==> config.mk <==
export PLATFORM = sky130hd
export DESIGN_NAME = apb_req_bridge_flat
export DESIGN_NICKNAME = d
export VERILOG_FILES = /design/src/rtl/apb_bridge_pkg.sv /design/src/rtl/apb_if.sv /design/src/rtl/apb_timeout_ctr.sv /design/src/rtl/apb_req_bridge.sv /design/src/flat_wrapper.sv
export SDC_FILE = /design/constraint.sdc
export NUM_CORES = 1
export LEC_CHECK = 0
export CORE_MARGIN = 2
export CORE_UTILIZATION = 25
export CTS_CLUSTER_DIAMETER = 200
export DETAILED_ROUTE_END_ITERATION = 6
export GPL_TIMING_DRIVEN = 1
export SKIP_CTS_REPAIR_TIMING = 1
export SYNTH_ARGS = -nofsm -noshare
export SYNTH_HDL_FRONTEND = slang
export SYNTH_SLANG_ARGS = --single-unit
==> constraint.sdc <==
create_clock -name clk -period 1.51 [get_ports clk]
set_input_delay 0.302 -clock clk [delete_from_list [all_inputs] [get_ports clk]]
set_output_delay 0.302 -clock clk [all_outputs]
set_load 0.01 [all_outputs]
==> src/rtl/apb_bridge_pkg.sv <==
// Shared types and helpers for the valid/ready to APB3 request bridge.
package apb_bridge_pkg;

  typedef enum logic [1:0] {
    IDLE   = 2'd0,
    SETUP  = 2'd1,
    ACCESS = 2'd2,
    RESP   = 2'd3
  } bridge_state_e;

  localparam int DEF_ADDR_W  = 32;
  localparam int DEF_DATA_W  = 32;
  localparam int DEF_TIMEOUT = 256;
  localparam int MAX_ADDR_W  = 64;

  // Clears the byte-offset bits below the bus word size.
  function automatic logic [MAX_ADDR_W-1:0] addr_align(input logic [MAX_ADDR_W-1:0] addr,
                                                        input int data_w);
    int lsb;
    lsb = $clog2(data_w / 8);
    return addr & ({MAX_ADDR_W{1'b1}} << lsb);
  endfunction

endpackage

==> src/rtl/apb_if.sv <==
// APB3 signal bundle with master and slave views.
interface apb_if #(
  parameter int ADDR_W = 32,
  parameter int DATA_W = 32
);
  logic [ADDR_W-1:0] paddr;
  logic              psel;
  logic              penable;
  logic              pwrite;
  logic [DATA_W-1:0] pwdata;
  logic [DATA_W-1:0] prdata;
  logic              pready;
  logic              pslverr;

  modport master (
    output paddr, psel, penable, pwrite, pwdata,
    input  prdata, pready, pslverr
  );

  modport slave (
    input  paddr, psel, penable, pwrite, pwdata,
    output prdata, pready, pslverr
  );
endinterface

==> src/rtl/apb_timeout_ctr.sv <==
// ACCESS-phase cycle counter; expired flags the last allowed cycle before forced completion.
module apb_timeout_ctr #(
  parameter int TIMEOUT = 256
) (
  input  logic clk,
  input  logic rst,
  input  logic clear,
  input  logic enable,
  output logic expired
);
  localparam int CW = (TIMEOUT > 0) ? $clog2(TIMEOUT + 1) : 1;
  localparam logic [CW-1:0] LAST = (TIMEOUT > 0) ? CW'(TIMEOUT - 1) : '0;

  logic [CW-1:0] count_reg;

  always_ff @(posedge clk) begin
    if (!rst || clear) begin
      count_reg <= '0;
    end else if (enable) begin
      count_reg <= count_reg + CW'(1);
    end
  end

  // A zero TIMEOUT leaves the counter running but never lets it fire.
  generate
    if (TIMEOUT == 0) begin : g_off
      assign expired = 1'b0;
    end else begin : g_on
      assign expired = (count_reg == LAST);
    end
  endgenerate

endmodule

==> src/rtl/apb_req_bridge.sv <==
// Single-outstanding valid/ready request port to APB3 master, with ACCESS-phase hang timeout.
module apb_req_bridge
  import apb_bridge_pkg::*;
#(
  parameter int ADDR_W  = DEF_ADDR_W,
  parameter int DATA_W  = DEF_DATA_W,
  parameter int TIMEOUT = DEF_TIMEOUT
) (
  input  logic              clk,
  input  logic              rst,
  input  logic              req_valid,
  output logic              req_ready,
  input  logic              req_write,
  input  logic [ADDR_W-1:0] req_addr,
  input  logic [DATA_W-1:0] req_wdata,
  output logic              rsp_valid,
  input  logic              rsp_ready,
  output logic [DATA_W-1:0] rsp_rdata,
  output logic              rsp_err,
  output logic              rsp_timeout,
  apb_if.master             apb
);

  bridge_state_e state_reg, state_next;

  logic [ADDR_W-1:0] paddr_reg;
  logic              pwrite_reg;
  logic [DATA_W-1:0] pwdata_reg;
  logic [DATA_W-1:0] rdata_reg;
  logic              err_reg;
  logic              tmo_reg;

  logic accept;
  logic complete;
  logic time_out;
  logic handshake;
  logic expired;
  logic psel;
  logic penable;
  logic in_access;

  always_ff @(posedge clk) begin
    if (!rst) begin
      state_reg <= IDLE;
    end else begin
      state_reg <= state_next;
    end
  end

  always_comb begin
    state_next = state_reg;
    accept     = 1'b0;
    complete   = 1'b0;
    time_out   = 1'b0;
    handshake  = 1'b0;
    psel       = 1'b0;
    penable    = 1'b0;
    rsp_valid  = 1'b0;
    req_ready  = 1'b0;
    in_access  = 1'b0;
    case (state_reg)
      IDLE: begin
        req_ready = rst;
        if (req_valid && rst) begin
          accept     = 1'b1;
          state_next = SETUP;
        end
      end
      SETUP: begin
        psel       = 1'b1;
        state_next = ACCESS;
      end
      ACCESS: begin
        psel      = 1'b1;
        penable   = 1'b1;
        in_access = 1'b1;
        // pready wins over the timeout in the final allowed cycle.
        if (apb.pready) begin
          complete   = 1'b1;
          state_next = RESP;
        end else if (expired) begin
          time_out   = 1'b1;
          state_next = RESP;
        end
      end
      RESP: begin
        rsp_valid = 1'b1;
        if (rsp_ready) begin
          handshake  = 1'b1;
          state_next = IDLE;
        end
      end
      default: state_next = IDLE;
    endcase
  end

  always_ff @(posedge clk) begin
    if (!rst) begin
      paddr_reg  <= '0;
      pwrite_reg <= 1'b0;
      pwdata_reg <= '0;
      rdata_reg  <= '0;
      err_reg    <= 1'b0;
      tmo_reg    <= 1'b0;
    end else begin
      if (accept) begin
        paddr_reg  <= ADDR_W'(addr_align(MAX_ADDR_W'(req_addr), DATA_W));
        pwrite_reg <= req_write;
        pwdata_reg <= req_wdata;
      end
      if (complete) begin
        rdata_reg <= pwrite_reg ? '0 : apb.prdata;
        err_reg   <= apb.pslverr;
        tmo_reg   <= 1'b0;
      end
      if (time_out) begin
        rdata_reg <= '0;
        err_reg   <= 1'b1;
        tmo_reg   <= 1'b1;
      end
      if (handshake) begin
        err_reg <= 1'b0;
        tmo_reg <= 1'b0;
      end
    end
  end

  apb_timeout_ctr #(
    .TIMEOUT(TIMEOUT)
  ) u_timeout_ctr (
    .clk    (clk),
    .rst    (rst),
    .clear  (handshake),
    .enable (in_access),
    .expired(expired)
  );

  assign apb.paddr   = paddr_reg;
  assign apb.psel    = psel;
  assign apb.penable = penable;
  assign apb.pwrite  = pwrite_reg;
  assign apb.pwdata  = pwdata_reg;

  assign rsp_rdata   = rdata_reg;
  assign rsp_err     = err_reg;
  assign rsp_timeout = tmo_reg;

endmodule

==> src/flat_wrapper.sv <==
// flat-port wrapper written by rule: the top's interface ports become plain ports
module apb_req_bridge_flat import apb_bridge_pkg::*;
#(
  parameter int ADDR_W  = DEF_ADDR_W,
  parameter int DATA_W  = DEF_DATA_W,
  parameter int TIMEOUT = DEF_TIMEOUT
)
  (clk, rst, req_valid, req_ready, req_write, req_addr, req_wdata, rsp_valid, rsp_ready, rsp_rdata, rsp_err, rsp_timeout, apb_paddr, apb_psel, apb_penable, apb_pwrite, apb_pwdata, apb_prdata, apb_pready, apb_pslverr);
  apb_if #(.ADDR_W(ADDR_W), .DATA_W(DATA_W)) apb_i ();
  input  logic clk;
  input  logic rst;
  input  logic req_valid;
  output logic req_ready;
  input  logic req_write;
  input  logic [ADDR_W-1:0] req_addr;
  input  logic [DATA_W-1:0] req_wdata;
  output logic rsp_valid;
  input  logic rsp_ready;
  output logic [DATA_W-1:0] rsp_rdata;
  output logic rsp_err;
  output logic rsp_timeout;
  output wire logic [$bits(apb_i.paddr)-1:0] apb_paddr;
  output wire logic [$bits(apb_i.psel)-1:0] apb_psel;
  output wire logic [$bits(apb_i.penable)-1:0] apb_penable;
  output wire logic [$bits(apb_i.pwrite)-1:0] apb_pwrite;
  output wire logic [$bits(apb_i.pwdata)-1:0] apb_pwdata;
  input wire logic [$bits(apb_i.prdata)-1:0] apb_prdata;
  input wire logic [$bits(apb_i.pready)-1:0] apb_pready;
  input wire logic [$bits(apb_i.pslverr)-1:0] apb_pslverr;
  assign apb_paddr = apb_i.paddr;
  assign apb_psel = apb_i.psel;
  assign apb_penable = apb_i.penable;
  assign apb_pwrite = apb_i.pwrite;
  assign apb_pwdata = apb_i.pwdata;
  assign apb_i.prdata = apb_prdata;
  assign apb_i.pready = apb_pready;
  assign apb_i.pslverr = apb_pslverr;
  apb_req_bridge #(.ADDR_W(ADDR_W), .DATA_W(DATA_W), .TIMEOUT(TIMEOUT)) u_core (.clk(clk), .rst(rst), .req_valid(req_valid), .req_ready(req_ready), .req_write(req_write), .req_addr(req_addr), .req_wdata(req_wdata), .rsp_valid(rsp_valid), .rsp_ready(rsp_ready), .rsp_rdata(rsp_rdata), .rsp_err(rsp_err), .rsp_timeout(rsp_timeout), .apb(apb_i));
endmodule
Word-level counts from Yosys, hierarchy flattened
Cells that the tools add are included.
Word-level totals
  bits in registers: 108
  word-level logic and storage cells: 49
Operators by class
  add/subtract/negate cells: 1
  equal/unequal tests: 7
  multiplexer cells: 23
  bitwise operators: 1
  reduce and logical (&&, ||, !) cells: 9
Operator list (count)
  32-bit two-way mux: 1
  1-bit two-way mux: 17
  9-bit by 1-bit adder with 9-bit output, second input constant: 1
  9-bit by 8-bit == test with 1-bit output, second input constant: 1
  2-bit two-way mux: 4
  2-bit case mux with 4 select lines: 1
  2-bit OR reduction: 3
  2-bit == test, second input constant: 2
  3-bit by 2-bit inequality test with 1-bit output, second input constant: 1
  3-bit AND reduction: 1
  2-bit by 1-bit == test with 1-bit output, second input constant: 1
  2-bit zero test: 1
  2-bit by 1-bit inequality test with 1-bit output, second input constant: 1
  2-bit inequality test, second input constant: 1
  2-bit nonzero test: 1
  1-bit logical AND: 1
  1-bit zero test: 1
  1-bit logical OR: 1
  1-bit inverter: 1

Depth between registers and ports, before layout
Gate-level depths: netlist of the first run.
  word-level depth: 5
  gate-level depth with buffers: 8
  gate-level depth less buffers: 7

By module
From an unflattened synthesis of the first run, not the netlist that was laid out.
Second synthesis, totals
  cell total of the unflattened synthesis: 501
  area, all modules: 4164.0 µm²
By module, submodules not included
  apb_req_bridge: times used 1, cells an instance 456, area an instance 3761.1 µm², sequential area each 1981.9 µm²
  apb_timeout_ctr: times used 1, cells an instance 45, area an instance 402.9 µm², sequential area each 180.2 µm²

Worst setup path after synthesis of the first run
Ideal clock, no wire load.
  path kind: register -> register
  start point: register u_core.u_timeout_ctr.count_reg[0]
  end point: register u_core.rdata_reg[10] (netlist: u_core.rsp_rdata[10])
  data arrival time: 1.552 ns
  data required time: 1.378 ns
  slack: -0.174 ns
  cell stages (with the launch flop): 9
  path buffers: 1
  period minus slack after synthesis: 1.684 ns
  path through: dfxtp_1 > ha_1 > nand3_1 > nor2_1 > ha_1 > nand2_1 > o21ai_1 > clkbuf_1 > a21oi_1
On the way
  cells in the longest elaborated chain, start to end: 5
Ends and longest elaborated chain
  start: declaration: line apb_timeout_ctr.sv:14  | logic [CW-1:0] count_reg;
  start signal: assignment: line apb_timeout_ctr.sv:20  | count_reg <= count_reg + CW'(1);
  9-bit by 8-bit == test with 1-bit output: line apb_timeout_ctr.sv:29  | assign expired = (count_reg == LAST);
  1-bit two-way mux: line apb_req_bridge.sv:81  | end else if (expired) begin
  1-bit two-way mux: line apb_req_bridge.sv:78  | if (apb.pready) begin
  1-bit two-way mux: line apb_req_bridge.sv:61  | case (state_reg)
  2-bit OR reduction (no line)
  end signal: assignment: line apb_req_bridge.sv:112  | rdata_reg <= pwrite_reg ? '0 : apb.prdata;
  end: declaration: line apb_req_bridge.sv:29  | logic [DATA_W-1:0] rdata_reg;
No other way between the ends.
A chain may end at the register's enable or synchronous reset.

Final worst setup path of the first run
  start point: register u_core.u_timeout_ctr.count_reg[1]
  end point: register u_core.state_reg[0]
On the way
  cells in the longest elaborated chain, start to end: 3
Ends and longest elaborated chain
  9-bit by 8-bit == test with 1-bit output: line apb_timeout_ctr.sv:29
  3-bit by 2-bit inequality test with 1-bit output (no line)
  3-bit AND reduction (no line)
  end signal: assignment: line apb_req_bridge.sv:46  | state_reg <= state_next;
  end: declaration: line apb_req_bridge.sv:24  | bridge_state_e state_reg, state_next;
No other way between the ends.

==> flow_metrics.env, run 1 <==
export IMPL_layout_drive_gt1_share=0.103
export IMPL_die_area_um2=17400
export IMPL_die_height_um=132
export IMPL_report_power_total_mw=9.02
export IMPL_period_needed_ns=1.53
export IMPL_seqPwrFrac=0.403
export IMPL_die_width_um=132
export IMPL_cp_max_fo=3
export IMPL_drtPass1Iterations=4
export IMPL_vias=4157
export IMPL_finalHoldViolCount=0
export IMPL_period_share=1.01
export IMPL_p_sw_frac=0.318
export IMPL_rsz0062_at_grt="true"
export IMPL_setup_slack_ns=-0.0221
export IMPL_coreArea_um2=15900
export IMPL_place_gp_congestion=0.744
export IMPL_crit_arrival_ns=1.81
export IMPL_grt_pass1_wl_um=20800
export IMPL_numCtsBuffers=9
export IMPL_ys_ff_latch=108
export IMPL_failed_checks="setup timing"
export IMPL_required_ns=1.79
export IMPL_grt_ovfl_total=0
export IMPL_cts_root_buffer="clkbuf_16"
export IMPL_routed_via_density=4.50
export IMPL_grt_usage=0.146
export IMPL_setup_viol=2
export IMPL_skew_ns=0.00509
export IMPL_ir_worst_vdd_v=0.000632
export IMPL_ys_seq_area_frac=0.528
export IMPL_met2_length_um=5960
export IMPL_cts_buffer_depth=2
export IMPL_power_density_nw_per_um2=1270
export IMPL_slew_viol_final=0
export IMPL_total_leakage_power_nw=4.08
export IMPL_final_nets=812
export IMPL_ys_warn_count=0
export IMPL_dp_final_hpwl_um=9070
export IMPL_endpoint_kind="flop"
export IMPL_pre_cts_slack_ns=-0.123
export IMPL_p_switching_mw=2.87
export IMPL_start_kind="flop"
export IMPL_path_clk_slew_ns=0.07
export IMPL_rows=46
export IMPL_finalCoreUtilization=0.445
export IMPL_io_buffer_count=201
export IMPL_ys_types=30
export IMPL_worst_setup_path_type="flop to flop"
export IMPL_maxCapViolCount=0
export IMPL_grt_pass1_vias=4125
export IMPL_ios=206
export IMPL_hold_class="input pin to flop"
export IMPL_antenna_found_initial=0
export IMPL_clkSinkCount=108
export IMPL_power_share_combinational=0.349
export IMPL_clk_insertion_delay_late_ns=0.35
export IMPL_first_iter_violations=144
export IMPL_area_growth_pct=73.3
export IMPL_highest_layer="met4"
export IMPL_final_antenna_net_count=0
export IMPL_power_internal_mw=6.15
export IMPL_route_detailed_drc=0
export IMPL_syn_cell_area_um2=4100
export IMPL_grt_start_max_net_pins=65
export IMPL_htree_levels=3
export IMPL_postSynthCellCount=499
export IMPL_clkPwrFrac=0.248
export IMPL_drt_met1_wl_um=5390
export IMPL_antennaDiodeCount=0
export IMPL_status="finished, violations left"
export IMPL_cts_tree="yes"
export IMPL_avgSynthCellArea_um2=8.21
export IMPL_wl_met3_um=1170
export IMPL_avgRoutedWirePerCell_um=13.9
export IMPL_fin_setup_tns_ns=-0.0356
export IMPL_routed_wl_um=12800
export IMPL_initial_core_util=0.257
export IMPL_max_freq_mhz=653
-- metrics by stage --
stage | std cells | hold slack, ns | area, um2
5_1_grt | 923 | 0.385 | 7100
4_1_cts | 921 | 0.377 | 6790
2_1_floorplan | 500 | 0.417 | 4150
3_5_place_dp | 906 | 0.440 | 6520
3_3_place_gp | 906 | 0.433 | 6520
6_report | 923 | 0.394 | 7100
-- synthesized netlist by cell type --
| cell type | number | area, um2 |
|---|---|---|
| a21boi_1 | 1 | 7.51 |
| or4_1 | 1 | 7.51 |
| o21ai_0 | 2 | 10.0 |
| a211oi_1 | 1 | 7.51 |
| nor2_1 | 8 | 30.0 |
| buf_1 | 3 | 11.3 |
| and3_1 | 1 | 6.26 |
| ha_1 | 6 | 75.1 |
| nand4b_1 | 32 | 280 |
| a21bo_1 | 1 | 10.0 |
| a222oi_1 | 1 | 10.0 |
| mux2i_1 | 3 | 30.0 |
| nor3b_1 | 1 | 7.51 |
| clkbuf_1 | 28 | 105 |
| buf_2 | 8 | 40.0 |
| buf_6 | 1 | 11.3 |
| or3_1 | 2 | 12.5 |
| nand2_1 | 165 | 619 |
| and2_1 | 1 | 6.26 |
| conb_1 | 1 | 3.75 |
| nand4_1 | 4 | 25.0 |
| o211ai_1 | 1 | 7.51 |
| o21ai_1 | 67 | 335 |
| xor2_1 | 3 | 26.3 |
| buf_4 | 3 | 22.5 |
| xnor2_1 | 1 | 8.76 |
| inv_1 | 6 | 22.5 |
| nand3_1 | 3 | 15.0 |
| dfxtp_1 | 108 | 2160 |
| a21oi_1 | 36 | 180 |
-- kinds of logic (layout without fill, tap and decap cells) --
logic type,Yosys count,count (layout),synth area share
adders and majority gates,6,6,0.0183
xor gates and xnor gates,4,4,0.00855
other,1,2,0.000915
AOI/OAI and AO/OA,110,110,0.139
buffers and inverters,49,256,0.0519
DFF,108,108,0.528
muxes,3,3,0.00733
and+or+nand+nor,218,218,0.246
-- worst max-delay path: stages (launching register included) --
cell and delay (ns):
dfxtp_4 0.36, ha_4 0.14, nand3_2 0.07, nor2_2 0.09, ha_2 0.20, nor2_2 0.04
a222oi_1 0.21, buf_4 0.18, mux2i_1 0.17
-- power groups by stage --
stage	sequential, mW	combinational, mW	clock [mW]
final	3.63	3.15	2.24
after global routing	3.70	3.44	2.48
after CTS	3.63	3.18	2.35
after detailed placement	3.68	3.17	0
after global placement	3.66	3.12	0
after floorplan	3.89	1.16	0
-- layout make-up --
type | count | area [um2]
fill | 1524 | 8840
timing repair buffer | 235 | 2550
sequential | 108 | 2180
multi-input combinational | 343 | 1800
tap | 216 | 270
clock buffer | 9 | 225
clock inverter | 6 | 47.5
inverter | 6 | 27.5
-- cells in the final DEF (no fill, tap or decap), types with 2 or more instances in the layout --
| master | synthesis | layout |
|---|---|---|
| o21ai_0 | 2 | 2 |
| buf_4 | 3 | 31 |
| inv_4 | 0 | 2 |
| nand3_1 | 3 | 2 |
| nor2_2 | 0 | 2 |
| nand4_1 | 4 | 4 |
| o21ai_1 | 67 | 66 |
| nor2_1 | 8 | 6 |
| nand4b_1 | 32 | 32 |
| clkbuf_16 | 0 | 9 |
| xor2_1 | 3 | 3 |
| dfxtp_1 | 108 | 102 |
| inv_6 | 0 | 3 |
| inv_1 | 6 | 4 |
| mux2i_1 | 3 | 3 |
| conb_1 | 1 | 2 |
| dfxtp_2 | 0 | 3 |
| clkdlybuf4s50_1 | 0 | 99 |
| ha_4 | 0 | 4 |
| buf_12 | 0 | 4 |
| dfxtp_4 | 0 | 3 |
| nand2_1 | 165 | 165 |
| or3_1 | 2 | 2 |
| dlymetal6s2s_1 | 0 | 97 |
| a21oi_1 | 36 | 36 |
-- path summary, 6_finish.rpt --
path,endpoint,slack (ns),startpoint,cells past startpoint
max,u_core.state_reg[0],-0.02,u_core.u_timeout_ctr.count_reg[1],8
min,u_core.apb.pwrite,0.39,rst,4
max reg2reg,u_core.state_reg[0],-0.02,u_core.u_timeout_ctr.count_reg[1],8
min reg2reg,u_core.apb.pwdata[22],0.44,u_core.apb.pwdata[22],2
-- layer usage --
metal  GRT usage  vias up
met5           0        -
met4      0.0562        0
met3      0.0557       19
met2       0.242      177
met1       0.170     1894
li1            -     2067
Power figures use the tool's default switching activity.
==> inputs of run 2 (changes only) <==
Settings changed: ABC_AREA set to 1, DONT_BUFFER_PORTS set to 1.
==> run 2 against run 1 <==
Synthesized cell count grew 12%. Clock-buffer cell count grew 1. Sequential share of layout area grew 12 points. Clock power grew 12%. Setup slack lost 0.014 ns. Via count shrank 12%. Highest routed layer unchanged. The flow still finishes with violations (setup timing). Sequential power grew 13%. Clock skew grew 0.0032 ns. Utilization shrank 14 points. Final area shrank 28%. Power shrank 7.4%. Die area grew 3.9%.
==> flow_metrics.env, run 2 <==
export IMPL_yosys_most_used_dff="dfxtp_1"
export IMPL_clk_insertion_delay_late_ns=0.34
export IMPL_maxCapViolCount=0
export IMPL_rows=47
export IMPL_clkSinkCount=108
export IMPL_required_ns=1.74
export IMPL_grt_ovfl_total=0
export IMPL_hold_start="req_wdata[12]"
export IMPL_postSynthCellCount=558
export IMPL_failed_checks="setup timing"
export IMPL_worst_setup_path_type="flop to flop"
export IMPL_ys_seq_area_frac=0.507
export IMPL_die_height_um=135
export IMPL_synth_most_common_cell="nand3_1"
export IMPL_drtPass1Iterations=4
export IMPL_route_detailed_drc=0
export IMPL_crit_arrival_ns=1.78
export IMPL_grt_usage=0.123
export IMPL_crit_path_start="u_core.u_timeout_ctr.count_reg[1]"
export IMPL_dp_final_hpwl_um=7570
export IMPL_period_share=1.02
export IMPL_endpoint_kind="flop"
export IMPL_status="finished, violations left"
export IMPL_power_density_nw_per_um2=1640
export IMPL_grt_pass1_vias=3370
export IMPL_antennaDiodeCount=0
export IMPL_grt_start_max_net_pins=70
export IMPL_ir_worst_vdd_v=0.000582
export IMPL_total_leakage_power_nw=2.22
export IMPL_slew_viol_final=0
export IMPL_final_nets=659
export IMPL_io_buffer_count=0
export IMPL_avgRoutedWirePerCell_um=15.8
export IMPL_ys_top_cells_by_count="nand3_1 (131), dfxtp_1 (108), nand2_1 (92), o21ai_0 (62), inv_1 (46)"
export IMPL_htree_levels=3
export IMPL_die_width_um=135
export IMPL_layout_common_cells="nand3_1 (129), dfxtp_1 (104), nand2_1 (90), o21ai_0 (57), inv_1 (44)"
export IMPL_routed_via_density=4.74
export IMPL_hold_class="input pin to flop"
export IMPL_synthTopCellsByArea="dfxtp_1 (51%), nand3_1 (15%), nand2_1 (8.1%)"
export IMPL_ys_ff_latch=108
export IMPL_synth_edff_count=0
export IMPL_rsz0062_at_grt="true"
export IMPL_r2r_end="u_core.rsp_rdata[3]"
export IMPL_reg2reg_depth=8
export IMPL_worstReg2RegStart="u_core.u_timeout_ctr.count_reg[1]"
export IMPL_synth_top_cell_by_area="dfxtp_1"
export IMPL_numCtsBuffers=9
export IMPL_ff2ff_setup_slack_ns=-0.04
export IMPL_ios=206
export IMPL_ys_types=22
export IMPL_pre_cts_slack_ns=-0.0333
export IMPL_coreArea_um2=16600
export IMPL_setup_slack_ns=-0.0364
export IMPL_synth_top_area_frac=0.507
export IMPL_initial_core_util=0.256
export IMPL_report_power_total_mw=8.35
export IMPL_finalHoldViolCount=0
export IMPL_first_iter_violations=185
export IMPL_final_antenna_net_count=0
export IMPL_die_area_um2=18100
export IMPL_hold_path_end="u_core.apb.pwdata[12]"
export IMPL_vias=3667
export IMPL_period_needed_ns=1.55
export IMPL_hold_depth=2
export IMPL_async_flop_share=0
export IMPL_skew_ns=0.00825
export IMPL_routed_wl_um=12200
export IMPL_grt_pass1_wl_um=17300
export IMPL_cp_max_fo=8
export IMPL_cts_root_buffer="clkbuf_16"
export IMPL_syn_cell_area_um2=4260
export IMPL_cts_tree="yes"
export IMPL_ys_warn_count=0
export IMPL_place_gp_congestion=0.717
export IMPL_area_growth_pct=19.6
export IMPL_start_kind="flop"
export IMPL_setup_viol=31
export IMPL_path_clk_slew_ns=0.07
export IMPL_cts_buffer_depth=2
export IMPL_layout_drive_gt1_share=0.132
export IMPL_antenna_found_initial=0
export IMPL_max_freq_mhz=647
export IMPL_avgSynthCellArea_um2=7.64
export IMPL_mostFrequentLayoutCell="nand3_1"
run 2: logic make-up after synthesis:
logic type,synth area share
AOI/OAI and AO/OA,0.0890
adders and majority gates,0.0176
buffers and inverters,0.0960
DFF,0.507
other,0.000880
and+or+nand+nor,0.289
run 2: worst max-delay path by stage:
| stage | slack, ns | end | depth (start not counted) |
|---|---|---|---|
| 2_1_floorplan | 0.02 | u_core.rsp_rdata[10] | 8 |
| 3_3_place_gp | -0.003 | u_core.rsp_rdata[24] | 8 |
| 3_5_place_dp | -0.03 | u_core.rsp_rdata[18] | 8 |
| 4_1_cts | -0.14 | req_ready | 5 |
| 5_1_grt | -0.11 | u_core.rsp_rdata[9] | 8 |
| 6_report | -0.04 | u_core.rsp_rdata[3] | 8 |
run 2: report_power, final:
part           total (mW)  internal (mW)  switching [mW]
Sequential           4.11           3.44           0.676
Clock                2.51           1.48            1.03
Combinational        1.72          0.698            1.03
Total                8.35           5.62            2.73
run 2: per-stage QoR:
stage / area [um2] / setup TNS (ns) / instances / hold slack [ns] / util
6_report: 5100 / -0.610 / 773 / 0.0920 / 0.306
2_1_floorplan: 4260 / 0 / 559 / 0.440 / -
3_5_place_dp: 4470 / -0.775 / 750 / 0.446 / 0.268
4_1_cts: 4780 / -1.60 / 764 / 0.0724 / 0.287
5_1_grt: 5100 / -3.13 / 773 / 0.0768 / 0.306
3_3_place_gp: 4470 / -0.0147 / 750 / 0.442 / 0.268
run 2: final cells by class:
class	count	area (um2)
tap	220	275
clock buffer	10	239
multi-input combinational	360	1850
inverter	48	185
sequential	108	2170
fill	1780	11500
timing repair buffer	23	302
clock inverter	4	73.8
run 2: per-layer routing:
metal  global-route usage  wire length [um]  vias to the layer above
li1                     -                 -                     1809
met1                0.139              4920                     1675
met2                0.201              5820                      172
met3               0.0608              1340                       11
met4               0.0409               149                        0
met5                    0                 0                        -
run 2: worst max-delay path: stages (launching register included):
cell	delay, ns
dfxtp_2	0.36
ha_4	0.16
nand3_4	0.08
nor3_2	0.16
ha_2	0.22
nand3_4	0.11
nand2_8	0.13
clkbuf_16	0.17
nor2_1	0.05
==> inputs of run 3 (changes only) <==
Settings changed: CTS_CLUSTER_SIZE set to 28.
==> results of run 3 <==
Final layout, timing and power as in run 2 (identical DEF).
